--- config.mk ---
export PLATFORM = sky130hd
export DESIGN_NAME = sseg_scanner
export DESIGN_NICKNAME = d
export VERILOG_FILES = /design/src/rtl/sseg_scanner.sv
export SDC_FILE = /design/constraint.sdc
export NUM_CORES = 1
export LEC_CHECK = 0
export ABC_AREA = 0
export BUFFER_PORTS_ARGS = -buffer_cell sky130_fd_sc_hd__buf_2
export CORE_MARGIN = 1
export CORE_UTILIZATION = 35
export DETAILED_ROUTE_END_ITERATION = 10
export PLACE_DENSITY = 0.51
export SYNTH_ARGS = -nofsm -noshare
export SYNTH_HDL_FRONTEND = slang
export SYNTH_SLANG_ARGS = --single-unit
export TNS_END_PERCENT = 1
--- constraint.sdc ---
create_clock -name clk -period 6.07 [get_ports clk]
set_clock_uncertainty 0.15 [all_clocks]
set_input_delay 0 -clock clk [delete_from_list [all_inputs] [get_ports clk]]
set_output_delay 0 -clock clk [all_outputs]
set_load 0.1 [all_outputs]
--- src/rtl/sseg_scanner.sv ---
// sseg_scanner
//   Front end of the calculator's seven-segment display path. A 10-bit
//   binary result is converted to four BCD digits with a sequential
//   double-dabble (one shift per clock, ten clocks per conversion). The
//   four digits are then time-multiplexed onto a 4-digit common-anode
//   display. Each digit slot lasts REFRESH_DIV clocks.
//
//   Leading zeros can be blanked. A blanked digit is sent as code 4'hF,
//   which the downstream decoder renders with all segments off.
//
// Parameters
//   REFRESH_DIV   clocks per digit slot (>= 2)
//   BLANK_LEADING 1 = replace leading zeros with 4'hF, 0 = show all digits
//
// Ports
//   clk       in   rising-edge system clock
//   rst_n     in   asynchronous active-low reset
//   value_i   in   [9:0] binary value, captured when a load is accepted
//   load_i    in   conversion request, honoured only while busy_o = 0
//   busy_o    out  high while a conversion is in progress (10 cycles)
//   digit_o   out  [3:0] BCD code of the selected digit, or 4'hF = blank
//   anodes_o  out  [3:0] active-low digit enables, bit0 = ones

module sseg_scanner #(
  parameter int unsigned REFRESH_DIV   = 50000,
  parameter bit          BLANK_LEADING = 1'b1
) (
  input  logic       clk,
  input  logic       rst_n,
  input  logic [9:0] value_i,
  input  logic       load_i,
  output logic       busy_o,
  output logic [3:0] digit_o,
  output logic [3:0] anodes_o
);

  localparam int unsigned            PW            = $clog2(REFRESH_DIV);
  localparam logic [PW-1:0]          LP_PRESC_LAST = PW'(REFRESH_DIV - 1);
  localparam logic [3:0]             LP_NUM_BITS   = 4'd10;

  typedef enum logic {
    ST_IDLE  = 1'b0,
    ST_SHIFT = 1'b1
  } state_t;

  // Double-dabble correction: a nibble of 5 or more would exceed 9 after
  // the following doubling, so pre-add 3 to push the carry into the next
  // decade.
  function automatic logic [3:0] add3(input logic [3:0] nib);
    return (nib >= 4'd5) ? (nib + 4'd3) : nib;
  endfunction

  // Selects the digit for one slot and applies leading-zero blanking.
  // A position is blank only when it and every higher position are zero;
  // the ones position is always shown so that a value of 0 reads "0".
  function automatic logic [3:0] sel_digit(input logic [15:0] bcd,
                                           input logic [1:0]  idx);
    logic [3:0] th;
    logic [3:0] hu;
    logic [3:0] te;
    logic [3:0] on;
    logic [3:0] code;
    logic       blank;
    th    = bcd[15:12];
    hu    = bcd[11:8];
    te    = bcd[7:4];
    on    = bcd[3:0];
    code  = on;
    blank = 1'b0;
    case (idx)
      2'd0: begin
        code  = on;
        blank = 1'b0;
      end
      2'd1: begin
        code  = te;
        blank = (te == 4'd0) && (hu == 4'd0) && (th == 4'd0);
      end
      2'd2: begin
        code  = hu;
        blank = (hu == 4'd0) && (th == 4'd0);
      end
      default: begin
        code  = th;
        blank = (th == 4'd0);
      end
    endcase
    if (BLANK_LEADING && blank) begin
      code = 4'hF;
    end
    return code;
  endfunction

  // Conversion state
  state_t        r_state;
  state_t        w_state_nxt;
  logic [9:0]    r_bin;
  logic [9:0]    w_bin_nxt;
  logic [15:0]   r_bcd_work;
  logic [15:0]   w_bcd_work_nxt;
  logic [3:0]    r_cnt;
  logic [3:0]    w_cnt_nxt;
  logic [15:0]   r_bcd_disp;
  logic [15:0]   w_bcd_disp_nxt;

  logic [15:0]   w_bcd_adj;
  logic [25:0]   w_shifted;

  // Scan state
  logic [PW-1:0] r_presc;
  logic [PW-1:0] w_presc_nxt;
  logic          w_presc_wrap;
  logic [1:0]    r_idx;
  logic [1:0]    w_idx_nxt;
  logic [3:0]    r_digit;
  logic [3:0]    w_digit_nxt;
  logic [3:0]    r_anodes;
  logic [3:0]    w_anodes_nxt;

  // ---- conversion datapath: adjust then shift {bcd, bin} left by one
  assign w_bcd_adj = {add3(r_bcd_work[15:12]), add3(r_bcd_work[11:8]),
                      add3(r_bcd_work[7:4]),   add3(r_bcd_work[3:0])};
  assign w_shifted = {w_bcd_adj[14:0], r_bin, 1'b0};

  always_comb begin
    w_state_nxt    = r_state;
    w_bin_nxt      = r_bin;
    w_bcd_work_nxt = r_bcd_work;
    w_cnt_nxt      = r_cnt;
    w_bcd_disp_nxt = r_bcd_disp;
    case (r_state)
      ST_IDLE: begin
        if (load_i) begin
          w_bin_nxt      = value_i;
          w_bcd_work_nxt = 16'h0000;
          w_cnt_nxt      = LP_NUM_BITS;
          w_state_nxt    = ST_SHIFT;
        end
      end
      ST_SHIFT: begin
        w_bcd_work_nxt = w_shifted[25:10];
        w_bin_nxt      = w_shifted[9:0];
        w_cnt_nxt      = r_cnt - 4'd1;
        // Last shift: the finished result goes straight to the display
        // registers so the shown value switches in a single edge.
        if (r_cnt == 4'd1) begin
          w_bcd_disp_nxt = w_shifted[25:10];
          w_state_nxt    = ST_IDLE;
        end
      end
      default: begin
        w_state_nxt = ST_IDLE;
      end
    endcase
  end

  always_ff @(posedge clk or negedge rst_n) begin
    if (!rst_n) begin
      r_state    <= ST_IDLE;
      r_bin      <= 10'd0;
      r_bcd_work <= 16'h0000;
      r_cnt      <= 4'd0;
      r_bcd_disp <= 16'h0000;
    end else begin
      r_state    <= w_state_nxt;
      r_bin      <= w_bin_nxt;
      r_bcd_work <= w_bcd_work_nxt;
      r_cnt      <= w_cnt_nxt;
      r_bcd_disp <= w_bcd_disp_nxt;
    end
  end

  // ---- scan: free-running prescaler and digit index, never paused
  assign w_presc_wrap = (r_presc == LP_PRESC_LAST);
  assign w_presc_nxt  = w_presc_wrap ? '0 : (r_presc + 1'b1);
  assign w_idx_nxt    = w_presc_wrap ? (r_idx + 2'd1) : r_idx;

  // Output registers are loaded from the next index and next display
  // value, so digit_o and anodes_o always agree with each other and a
  // finished conversion appears on the same edge it is committed.
  always_comb begin
    w_anodes_nxt            = 4'b1111;
    w_anodes_nxt[w_idx_nxt] = 1'b0;
    w_digit_nxt             = sel_digit(w_bcd_disp_nxt, w_idx_nxt);
  end

  always_ff @(posedge clk or negedge rst_n) begin
    if (!rst_n) begin
      r_presc  <= '0;
      r_idx    <= 2'd0;
      r_digit  <= 4'h0;
      r_anodes <= 4'b1110;
    end else begin
      r_presc  <= w_presc_nxt;
      r_idx    <= w_idx_nxt;
      r_digit  <= w_digit_nxt;
      r_anodes <= w_anodes_nxt;
    end
  end

  assign busy_o   = (r_state == ST_SHIFT);
  assign digit_o  = r_digit;
  assign anodes_o = r_anodes;

endmodule
**Word level (Yosys, flattened, before mapping)**

Index checks and enable logic that the tools add are counted.

- Input port bits: 13
- Register bits after elaboration: 73
- Output and inout bits: 9
- Word-level logic and storage cells: 59

- Reduce and logical (&&, ||, !) cells: 8
- Muxes and demuxes: 22
- Eq/ne operators: 5
- Bitwise logic cells: 2
- Add/sub/neg operators: 7
- $lt $le $gt $ge: 6

Operator list:

| cell | count |
|---|---|
| two-way mux 16 bit | 4 |
| one-hot mux 16 bit (2 select lines) | 1 |
| two-way mux 4 bit | 5 |
| one-hot mux 10 bit (2 select lines) | 1 |
| adder 16 x 1 -> 16 bit, second input constant | 1 |
| equality test 16 bit, second input constant | 1 |
| >= comparator 4 x 3 -> 1 bit, second input constant | 4 |
| adder 4 x 2 -> 4 bit, second input constant | 3 |
| zero test 4 bit | 3 |
| one-hot mux 4 bit (3 select lines) | 1 |
| two-way mux 10 bit | 1 |
| one-hot mux 4 bit (2 select lines) | 1 |
| equality test 4 x 1 -> 1 bit, second input constant | 1 |
| logical AND 1 bit | 4 |
| inverter 4 bit | 1 |
| subtractor 4 x 1 -> 4 bit, second input constant | 1 |
| adder 3 x 2 -> 3 bit, second input constant | 1 |
| < comparator 2 x 3 -> 1 bit, second input constant | 1 |
| two-way mux 1 bit | 3 |
| two-way mux 3 bit | 1 |
| one-hot mux 1 bit (3 select lines) | 1 |
| adder 2 x 1 -> 2 bit, second input constant | 1 |
| demux 1 bit (select 2 bit) | 1 |
| equality test 2 x 1 -> 1 bit, second input constant | 1 |
| 7 further kinds | 7 |

**Logic depth before layout (Yosys ltp)**

Gate-level depths: netlist (run 1).

- Word-level depth: 9
- Gate-level depth with buffers: 11

**Worst setup path after synthesis (run 1)**

OpenSTA, ideal clock, no wires.

- Path kind: register to register
- Start: reg r_presc[0]
- End: reg r_digit[2], in the netlist digit_o[2]
- Data required time: 5778 ps
- Arrival time: 2373 ps
- Path buffers: 1
- Library setup time: 142 ps
- Stages on the path, launching flop included: 11
- Setup slack: 3406 ps
- Cells stage by stage: dfrtp_1 ha_1 and3_1 and4_1 clkbuf_1 xor2_1 inv_1 ha_1 a22o_1 a211oi_1 a32oi_1

- Cells in the longest elaborated chain, start to end: 5
- Elaborated cells between the ends (all ways): 8

Ends and longest elaborated chain:

| item | line | source |
|---|---|---|
| from (decl) | 110 | `logic [PW-1:0] r_presc;` |
| from (signal assigned) | 194 | `r_presc <= w_presc_nxt;` |
| equality test 16 bit * | 174 | `assign w_presc_wrap = (r_presc == LP_PRESC_LAST);` |
| two-way mux 2 bit * | 176 | `assign w_idx_nxt = w_presc_wrap ? (r_idx + 2'd1) : r_idx;` |
| via w_idx_nxt[0] | 114 | `logic [1:0] w_idx_nxt;` |
| equality test 2 bit (tied with other cells) | 70 | `case (idx)` |
| one-hot mux 4 bit (3 select lines) or one-hot mux 1 bit (3 select lines) (tied branches) | 70 |  |
| two-way mux 4 bit * | 88 | `if (BLANK_LEADING && blank) begin` |
| via w_digit_nxt[2] | 116 | `logic [3:0] w_digit_nxt;` |
| to (signal assigned) | 196 | `r_digit <= w_digit_nxt;` |
| to (decl) | 115 | `logic [3:0] r_digit;` |

Mark *: on every way through the listed nets, which the timed path passes. The rest lies on a longest branch.
A chain may end at the register's enable or synchronous reset.

**Final worst setup path (run 1)**

Ends and elaborated chain as after synthesis.

==> reports/summary.txt, run 1 <==
clk root buf - clkbuf_8
largest net degree at the start of global routing - 74
DRT iter0 DRCs - 105
Residual DRC - 0
fin crit share - 47.91%
CP endpoint kind - register
status - finished clean
die area - 10710 sq um
routed len/inst - 13.80 um
CTS Buf Count - 9
area occupied by multi-input gates - 1618 sq um
Final Hold Viols - 0
GP Congestion - 0.8006
most numerous cell in the Yosys netlist - dfrtp_1
post-synthesis cell count - 357
Leakage Power - 1.855 nW
Post-synth EDFFs - 0
Synth Flop Type - dfrtp_1
Syn Area/Cell - 10.10 sq um
WS Path Type - register to register
Post-Syn Nets - 386
top cells by count, synth - 70 x dfrtp_1, 54 x nand2_1, 24 x o21ai_0, 21 x inv_1, 19 x nor2_1
Max Root-Sink Buffers - 2
Synth Register Bits - 73
# fillers - 960
power consumption - 0.002021 W
worst flop-to-flop path startpoint - r_presc[0]
drt first pass iters - 4
DR vias - 2579
vias per inst - 4.931
area growth from synthesis to layout - 14.85%
CTS tree - yes
Critical Path Start Type - register
ranking of synthesized cells by area - dfrtp_1 49%, nand2_1 5.6%, ha_1 5.6%, mux2i_1 3.3%, o21ai_0 3.3%
Skew-Pair Late Insertion Delay - 350 ps
Post-DRT Antenna Nets - 0
vias in the first global route - 2562
max-slew violations - 0
WP data arrival - 2970 ps
Fin Hold WS - 10.70 ps
PD cells - 487.9 nW/um^2
share of the synthesized area in the top cell type - 48.58%
Worst Tran Pin Value - 929.4 ps
Req. time, crit path - 6130 ps
H-tree lvl count - 3
CP startpoint - r_presc[0]
Seq/Total Area, Yosys - 50.76%
ys async rst share - 100.0%
CTS clk-pin slew, worst paths - 90 ps
initial antenna violation count - 0
DIE HEIGHT - 103.5 um
share of cells above drive strength 1 - 13.85%
cell taking the most area after synthesis - dfrtp_1
synthesized area - 3606 sq um
# IOs - 22
max_slew headroom - 38.04%
CORE AREA - 9864 sq um
minimum clock period - 2908 ps
VDD IR max - 0.2217 mV
unrepaired setup endpoints after global routing - no
setup repair bufs after CTS - 0
warnings from Yosys - 0
gr ovfl total - 0
Hold Crit Start - load_i
Netlist cell types - 48
num rows - 36
crit path max fanout - 11
fin cells - 523
Routed WL - 7218 um
Peak Freq - 0.3438 GHz
clk sinks - 73
Util after Layout - 41.98%
starting density of the core - 36.56%
placed insts - 496
Sum Neg Setup Slack - 0 ps
Detail Placement HPWL - 4871 um
first-pass GRT wire length - 12480 um
number of max-cap violations - 0
sequential cell area - 1831 sq um
setup-violating endpoint count in the final report - 0
Die X - 103.5 um
cts hold-fix bufs - 11
Final Net Count - 414
# diodes - 0
Hold Crit Class - primary input to register
Buffers on Ports - 21
Global Route Usage Sum - 14.57%
post-cts sizing count - 0
-- registers in the layout, summed over array words and instances, names as in the netlist --
register,flops
digit_o,4
r_bin,10
anodes_o,4
r_bcd_disp,16
r_presc,16
r_idx,2
r_bcd_work,16
r_cnt,4
busy_o,1
-- area by class of cell --
class | instances | area share [%]
flip-flops and latches | 73 | 44.20
multi-input cells | 246 | 39.06
repair buffers | 33 | 5.438
well taps | 133 | 4.018
clock buffers | 10 | 3.082
clock inverters | 6 | 2.205
inverters | 22 | 1.994
-- cells in the final DEF, fill, tap and decap left out, types with 3 or more instances in the layout --
| cell type | instances |
|---|---|
| dfrtp_1 | 70 |
| nand2_1 | 54 |
| o21ai_0 | 24 |
| inv_1 | 21 |
| buf_2 | 20 |
| nor2_1 | 19 |
| ha_1 | 16 |
| nor3_1 | 13 |
| mux2i_1 | 12 |
| xnor2_1 | 11 |
| dlygate4sd3_1 | 11 |
| a21oi_1 | 9 |
| clkbuf_8 | 9 |
| xor2_1 | 8 |
| a211oi_1 | 8 |
| o31ai_1 | 7 |
| a31o_2 | 7 |
| nand3_1 | 6 |
| o22ai_1 | 6 |
| a31oi_1 | 5 |
| nand2b_1 | 4 |
| nor2b_1 | 4 |
| and3_1 | 3 |
| nor3b_1 | 3 |
| o21ai_1 | 3 |
| mux2_2 | 3 |
| dfstp_2 | 3 |
-- worst max-delay path: stages, from the launching register on --
cell and delay (ps):
dfrtp_1 390, ha_1 190, and3_1 230, and4_1 470, nand2_1 120, xnor2_1 330
inv_1 110, ha_1 260, a22o_1 210, a211oi_1 210, a32oi_1 90
-- power breakdown --
group          leakage (nW)  internal [W]  switching, W
clock network         0.111      0.000234      0.000192
registers             0.923      0.000642      0.000125
logic                 0.821      0.000311      0.000517
-- per-stage QoR --
step | worst slack [ps] | instance area [sq um]
floorplan | 3406 | 3606
global placement | 3256 | 3812
detailed placement | 3134 | 3812
CTS | 3112 | 4141
global route | 2812 | 4141
finish | 3162 | 4141
-- cells by family (layout without fill, tap and decap cells) --
kind of cell / Yosys count / in the layout / share of synthesized area (%)
xor gates and xnor gates: 19 / 19 / 4.615
muxes: 16 / 16 / 4.650
buffers and inverters: 38 / 71 / 4.372
DFF: 73 / 73 / 50.76
and+or+nand+nor: 117 / 117 / 15.82
AOI/OAI and AO/OA: 78 / 78 / 14.23
adders and majority gates: 16 / 16 / 5.552
-- final timing paths --
path                       cells past startpoint        endpoint  slack, ps
max reg2reg                                   10      digit_o[2]       3160
min reg2reg                                    2        r_bin[1]        340
max in group asynchronous                      2   r_bcd_work[5]       4990
max                                           10      digit_o[2]       3160
min in group asynchronous                      2  r_bcd_work[13]        160
min                                            2  r_bcd_work[13]         10
-- metal layers --
| metal | wire length (um) | global-route usage (%) | vias up |
|---|---|---|---|
| li1 | - | - | 1299 |
| met1 | 3838 | 20.97 | 1236 |
| met2 | 3044 | 21.05 | 31 |
| met3 | 210 | 3.398 | 13 |
| met4 | 125 | 5.797 | 0 |
| met5 | 0 | 0 | - |
No activity file was read; power rests on OpenSTA's default activity.
==> run 2: changes to the inputs <==
==> constraint.sdc (replaced) <==
create_clock -name clk -period 2.8 [get_ports clk]
set_clock_uncertainty 0.15 [all_clocks]
set_input_delay 0 -clock clk [delete_from_list [all_inputs] [get_ports clk]]
set_output_delay 0 -clock clk [all_outputs]
set_load 0.1 [all_outputs]
==> run 2 against run 1 <==
Compared with the run above: sequential power is 120% higher; wire length is 1.1% lower; critical path type unchanged; clock power is 140% higher; setup slack worse by 3000 ps; utilization is 1.3 points higher; non-clock buffer count is 11 higher; combinational power is 120% higher; cell count is 2.1% higher; first-iteration DRC count is 43% higher; flip-flop and latch count stayed put.
==> reports/summary.txt, run 2 (synthesized netlist as in run 1, its figures left out) <==
Max stage delay on crit path - 390 ps
Critical Path Slowest Stage Cell - dfrtp_1
routed len/inst - 13.37 um
Net Sw Frac - 39.68%
GR peak layer - met2
CORE AREA - 9864 sq um
WS Path Type - register to register
Max Root-Sink Buffers - 2
clock share of power - 22.2%
Final Net Count - 425
Global Route Usage Sum - 14.53%
Post-DRT Antenna Nets - 0
Req. time, crit path - 2860 ps
CTS clk-pin slew, worst paths - 90 ps
max_slew headroom - 37.48%
most frequent cells in the layout - 70 x dfrtp_1, 54 x nand2_1, 24 x o21ai_0
GR Layer Usage met1 - 19.75%
GR Util met3 - 3.335%
Residual DRC - 0
clk root buf - clkbuf_8
crit path max fanout - 6
placed insts - 505
DIE HEIGHT - 103.5 um
largest registers - r_bcd_disp: 16 flops, r_bcd_work: 16 flops, r_presc: 16 flops
Worst Tran Pin Value - 937.9 ps
Reg power frac - 36.5%
CTS Buf Count - 9
vias per inst - 4.835
H-tree lvl count - 3
clk sinks - 73
Critical Path Start Type - register
vias in the first global route - 2620
starting density of the core - 36.56%
PD cells - 1056 nW/um^2
final setup margin - 137.5 ps
fin crit share - 95.09%
max-slew violations - 0
# IOs - 22
setup-violating endpoint count in the final report - 0
initial antenna violation count - 0
Sum Neg Setup Slack - 0 ps
Hold Crit Class - primary input to async pin
Routed WL - 7141 um
Detail Placement HPWL - 4906 um
most common cell after layout, fill and taps aside - dfrtp_1
fin cells - 534
number of max-cap violations - 0
Peak Freq - 0.3756 GHz
# diodes - 0
Final Hold Viols - 0
switching power total - 0.001788 W
die area - 10710 sq um
CTS tree - yes
share of cells above drive strength 1 - 16.71%
largest net degree at the start of global routing - 74
post-route cell area - 4265 sq um
cell-internal power - 0.002717 W
VDD IR max - 0.3584 mV
cell chain of the critical path - ha_1, and3_1, and4_2, nand2_1, xnor2_2, buf_4, ha_1, inv_1, a211oi_1, o21ai_1
combinational share of power - 41.2%
M2 GR Usage - 22.63%
DRT iter0 DRCs - 150
first-pass GRT wire length - 12490 um
DR vias - 2582
WP data arrival - 2730 ps
Most Frequent Cell on Critical Path - ha_1
Buffers on Ports - 21
Setup Slack @ Placement - 61.82 ps
num rows - 36
# fillers - 927
gr ovfl total - 0
minimum clock period - 2663 ps
Die X - 103.5 um
drt first pass iters - 4
Skew-Pair Late Insertion Delay - 350 ps
status - finished clean
Leakage Power - 1.920 nW
CP endpoint kind - register
GP Congestion - 0.7951
Cell Area, Placed - 3880 sq um
area growth from synthesis to layout - 18.29%
run 2: through the flow:
stage,hold WS (ps),power [W],utilization (%)
after floorplan,-445.6,0.003077,-
after global placement,58.94,0.003503,39.33
after detailed placement,63.80,0.003528,39.33
after CTS,211.8,0.004560,43.00
after global routing,243.7,0.004891,43.24
final,167.7,0.004505,43.24
run 2: worst paths after layout:
path | start | to | slack (ps) | cells past startpoint
hold / removal | rst_n | r_bcd_work[13] | 170 | 2
setup reg to reg | r_presc[0] | digit_o[0] | 140 | 10
setup / recovery | r_presc[0] | digit_o[0] | 140 | 10
hold reg to reg | r_presc[0] | r_presc[0] | 330 | 1
max in group asynchronous | rst_n | r_presc[5] | 1690 | 2
min in group clk | value_i[0] | r_bin[0] | 280 | 4
run 2: per-layer routing:
layer  routed length, um  up-vias
met4                 106        0
met3                 188        9
met2                3186       33
met1                3659     1224
met5                   0        -
li1                    -     1316
run 2: what timing repair did:
action | in CTS | in global routing
hold buffers | 12 | 0
gates resized for setup | 0 | 3
buffers inserted | 0 | 1
endpoints found under the setup margin | 0 | 4
endpoints found under the hold margin | 84 | 0
run 2: final cells by class:
| cell class | count | area (sq um) | share of cell area [%] |
|---|---|---|---|
| flip-flops and latches | 73 | 1831 | 42.92 |
| multi-input cells | 246 | 1634 | 38.31 |
| repair buffers | 44 | 310.3 | 7.275 |
| well taps | 133 | 166.4 | 3.901 |
| clock buffers | 10 | 127.6 | 2.992 |
| clock inverters | 6 | 113.9 | 2.669 |
| inverters | 22 | 82.58 | 1.936 |
run 2: power groups by stage:
| stage | clock (W) | sequential, W | combinational (W) |
|---|---|---|---|
| after CTS | 0.00104 | 0.00165 | 0.00188 |
| after detailed placement | 0 | 0.00167 | 0.00186 |
| after floorplan | 0 | 0.00180 | 0.00128 |
| after global routing | 0.00108 | 0.00170 | 0.00211 |
| after global placement | 0 | 0.00166 | 0.00184 |
| final | 0.00100 | 0.00165 | 0.00186 |
run 2: critical path, delay by kind of cell (launching register included):
kind                       cells  cell delay, ps
DFF                            1             390
and+or+nand+nor                3             680
xor gates and xnor gates       1             250
AOI/OAI and AO/OA              2             410
adders and majority gates      2             380
buffers and inverters          2             280
==> run 3: changes to the inputs <==
--- a/config.mk
+++ b/config.mk
@@ -5,12 +5,12 @@
 export SDC_FILE = /design/constraint.sdc
 export NUM_CORES = 1
 export LEC_CHECK = 0
-export ABC_AREA = 0
+export ABC_AREA = 1
 export BUFFER_PORTS_ARGS = -buffer_cell sky130_fd_sc_hd__buf_2
 export CORE_MARGIN = 1
 export CORE_UTILIZATION = 35
 export DETAILED_ROUTE_END_ITERATION = 10
-export PLACE_DENSITY = 0.51
+export PLACE_DENSITY = 0.47
 export SYNTH_ARGS = -nofsm -noshare
 export SYNTH_HDL_FRONTEND = slang
 export SYNTH_SLANG_ARGS = --single-unit
==> run 3 against run 2 <==
Compared with the run above: synthesized cell count increased by 24%; sequential power down 4%; wire length is 8.7% higher; flip-flop and latch count stayed put; via count increased by 11%; hold slack better by 14 ps; sequential share of layout area decreased by 0.63 points; non-clock buffer count up 3; area after synthesis grew 1.5%; final area increased by 1.5%; critical path depth rose by 7; cell count grew 18%.
==> reports/summary.txt, run 3 <==
# diodes - 0
VDD IR max - 0.7474 mV
Sum Neg Setup Slack - 0 ps
Netlist cell types - 37
status - finished clean
DR vias - 2878
max-slew violations - 0
Synth Register Bits - 73
die area - 10870 sq um
share of cells above drive strength 1 - 12.10%
Post-Syn Nets - 470
CP endpoint kind - register
most common cell after layout, fill and taps aside - nand2_1
largest registers - r_bcd_disp: 16 flops, r_bcd_work: 16 flops, r_presc: 16 flops
CTS Buf Count - 9
Post-synth EDFFs - 0
fin cells - 629
cell chain of the critical path - ha_1, nand2_1, nor2_4, inv_1, nor2_1, nand3_2, xor2_2, inv_1, ha_1, inv_1, nor2_1, nand3_1, nor2_1, nand2_1, nand2_1, nand2_2, nand2_1
clk root buf - clkbuf_8
top cells by count, synth - 127 x nand2_1, 70 x dfrtp_1, 60 x inv_1, 33 x o21ai_0, 30 x nand3_1
Post-DRT Antenna Nets - 0
Syn Area/Cell - 8.302 sq um
Skew-Pair Late Insertion Delay - 350 ps
initial antenna violation count - 0
most frequent cells in the layout - 127 x nand2_1, 70 x dfrtp_1, 60 x inv_1
Detail Placement HPWL - 5316 um
Max stage delay on crit path - 370 ps
Final Hold Viols - 0
first-pass GRT wire length - 13500 um
fin crit share - 91.51%
Synth Flop Type - dfrtp_1
PD cells - 962.7 nW/um^2
most numerous cell in the Yosys netlist - nand2_1
Hold Crit Class - primary input to async pin
Residual DRC - 0
warnings from Yosys - 0
num rows - 36
CTS clk-pin slew, worst paths - 70 ps
CORE AREA - 9955 sq um
minimum clock period - 2562 ps
Critical Path Start Type - register
share of the synthesized area in the top cell type - 47.85%
Most Frequent Cell on Critical Path - nand2_1
vias per inst - 4.576
ys async rst share - 100.0%
synthesized area - 3661 sq um
crit path max fanout - 4
Die X - 104.3 um
Seq/Total Area, Yosys - 50.00%
vias in the first global route - 2807
cell taking the most area after synthesis - dfrtp_1
CTS tree - yes
Buffers on Ports - 21
Leakage Power - 2.194 nW
ranking of synthesized cells by area - dfrtp_1 48%, nand2_1 13%, inv_1 6.2%, ha_1 5.5%, o21ai_0 4.5%
placed insts - 591
Global Route Usage Sum - 15.60%
starting density of the core - 36.78%
setup-violating endpoint count in the final report - 0
largest net degree at the start of global routing - 74
max_slew headroom - 36.99%
Final Net Count - 520
# IOs - 22
Req. time, crit path - 2930 ps
unrepaired setup endpoints after global routing - no
WP data arrival - 2690 ps
routed len/inst - 12.34 um
clk sinks - 73
Routed WL - 7762 um
H-tree lvl count - 3
Max Root-Sink Buffers - 2
DIE HEIGHT - 104.3 um
Critical Path Slowest Stage Cell - dfrtp_1
gr ovfl total - 0
post-synthesis cell count - 441
Peak Freq - 0.3903 GHz
DRT iter0 DRCs - 142
number of max-cap violations - 0
Worst Tran Pin Value - 945.2 ps
area growth from synthesis to layout - 18.25%
drt first pass iters - 4
GP Congestion - 0.8438
WS Path Type - register to register
[run 3: worst max-delay path: cells and delay by family (launching register included)]
| family | cells | cell delay (ps) |
|---|---|---|
| buffers and inverters | 3 | 260 |
| flip-flops | 1 | 370 |
| XOR/XNOR | 1 | 180 |
| AND/OR/NAND/NOR | 11 | 1060 |
| adder cells (fa/ha/maj) | 2 | 480 |
[run 3: through the flow]
step / setup slack [ps] / hold WS (ps) / total power, W / util [%] / cell area [sq um]
global route: 6.280 / 230.7 / 0.004548 / 43.49 / 4329
detailed placement: 168.6 / 52.76 / 0.003347 / 39.32 / 3914
CTS: 141.6 / 223.6 / 0.004213 / 43.15 / 4295
floorplan: 409.2 / -445.6 / 0.002944 / - / 3661
finish: 237.8 / 181.4 / 0.004168 / 43.49 / 4329
global placement: 303.5 / 47.57 / 0.003328 / 39.32 / 3914
[run 3: layout make-up]
type                       count  area [sq um]
inverter                      61         229.0
fill                        1015          5625
clock buffer                  15         166.4
multi-input combinational    299          1577
sequential                    73          1831
timing repair buffer          47         355.3
clock inverter                 1         5.005
tap                          133         166.4
[run 3: worst paths after layout]
| path | from | end | slack [ps] | depth (start not counted) |
|---|---|---|---|---|
| max | r_presc[0] | digit_o[2] | 240 | 17 |
| min | rst_n | r_presc[5] | 180 | 2 |
| max reg2reg | r_presc[0] | digit_o[2] | 240 | 17 |
| min reg2reg | r_presc[0] | r_presc[0] | 310 | 1 |
| max in group asynchronous | rst_n | r_bcd_disp[8] | 1700 | 2 |
| min in group clk | value_i[1] | r_bin[1] | 240 | 4 |
[run 3: power by group]
part	internal (W)	switching, W	leakage [nW]
logic	0.000626	0.00120	1.19
registers	0.00139	0.000198	0.914
clock network	0.000371	0.000377	0.0877
total	0.00239	0.00178	2.19
[run 3: logic make-up (layout without fill, tap and decap cells)]
logic type / count (synthesis) / in the layout / synth area share [%]
xor+xnor: 8 / 8 / 1.914
simple gates: 213 / 213 / 25.56
fa+ha+maj: 16 / 16 / 5.468
compound gates: 62 / 62 / 9.399
buf+inv: 69 / 124 / 7.656
flops: 73 / 73 / 50.00
[run 3: timing repair]
action / in CTS / in global routing
hold buffers: 21 / 0
gates resized for setup: 0 / 4
endpoints found under the hold margin: 84 / 0
setup endpoints to repair: 0 / 4
buffers inserted: 0 / 1
[run 3: layer usage]
metal / routed length, um / track usage [%] / vias up
met2: 3373 / 23.70 / 34
met3: 188 / 4.135 / 5
li1: - / - / 1506
met4: 61 / 3.673 / 0
met5: 0 / 0 / -
met1: 4139 / 22.06 / 1333
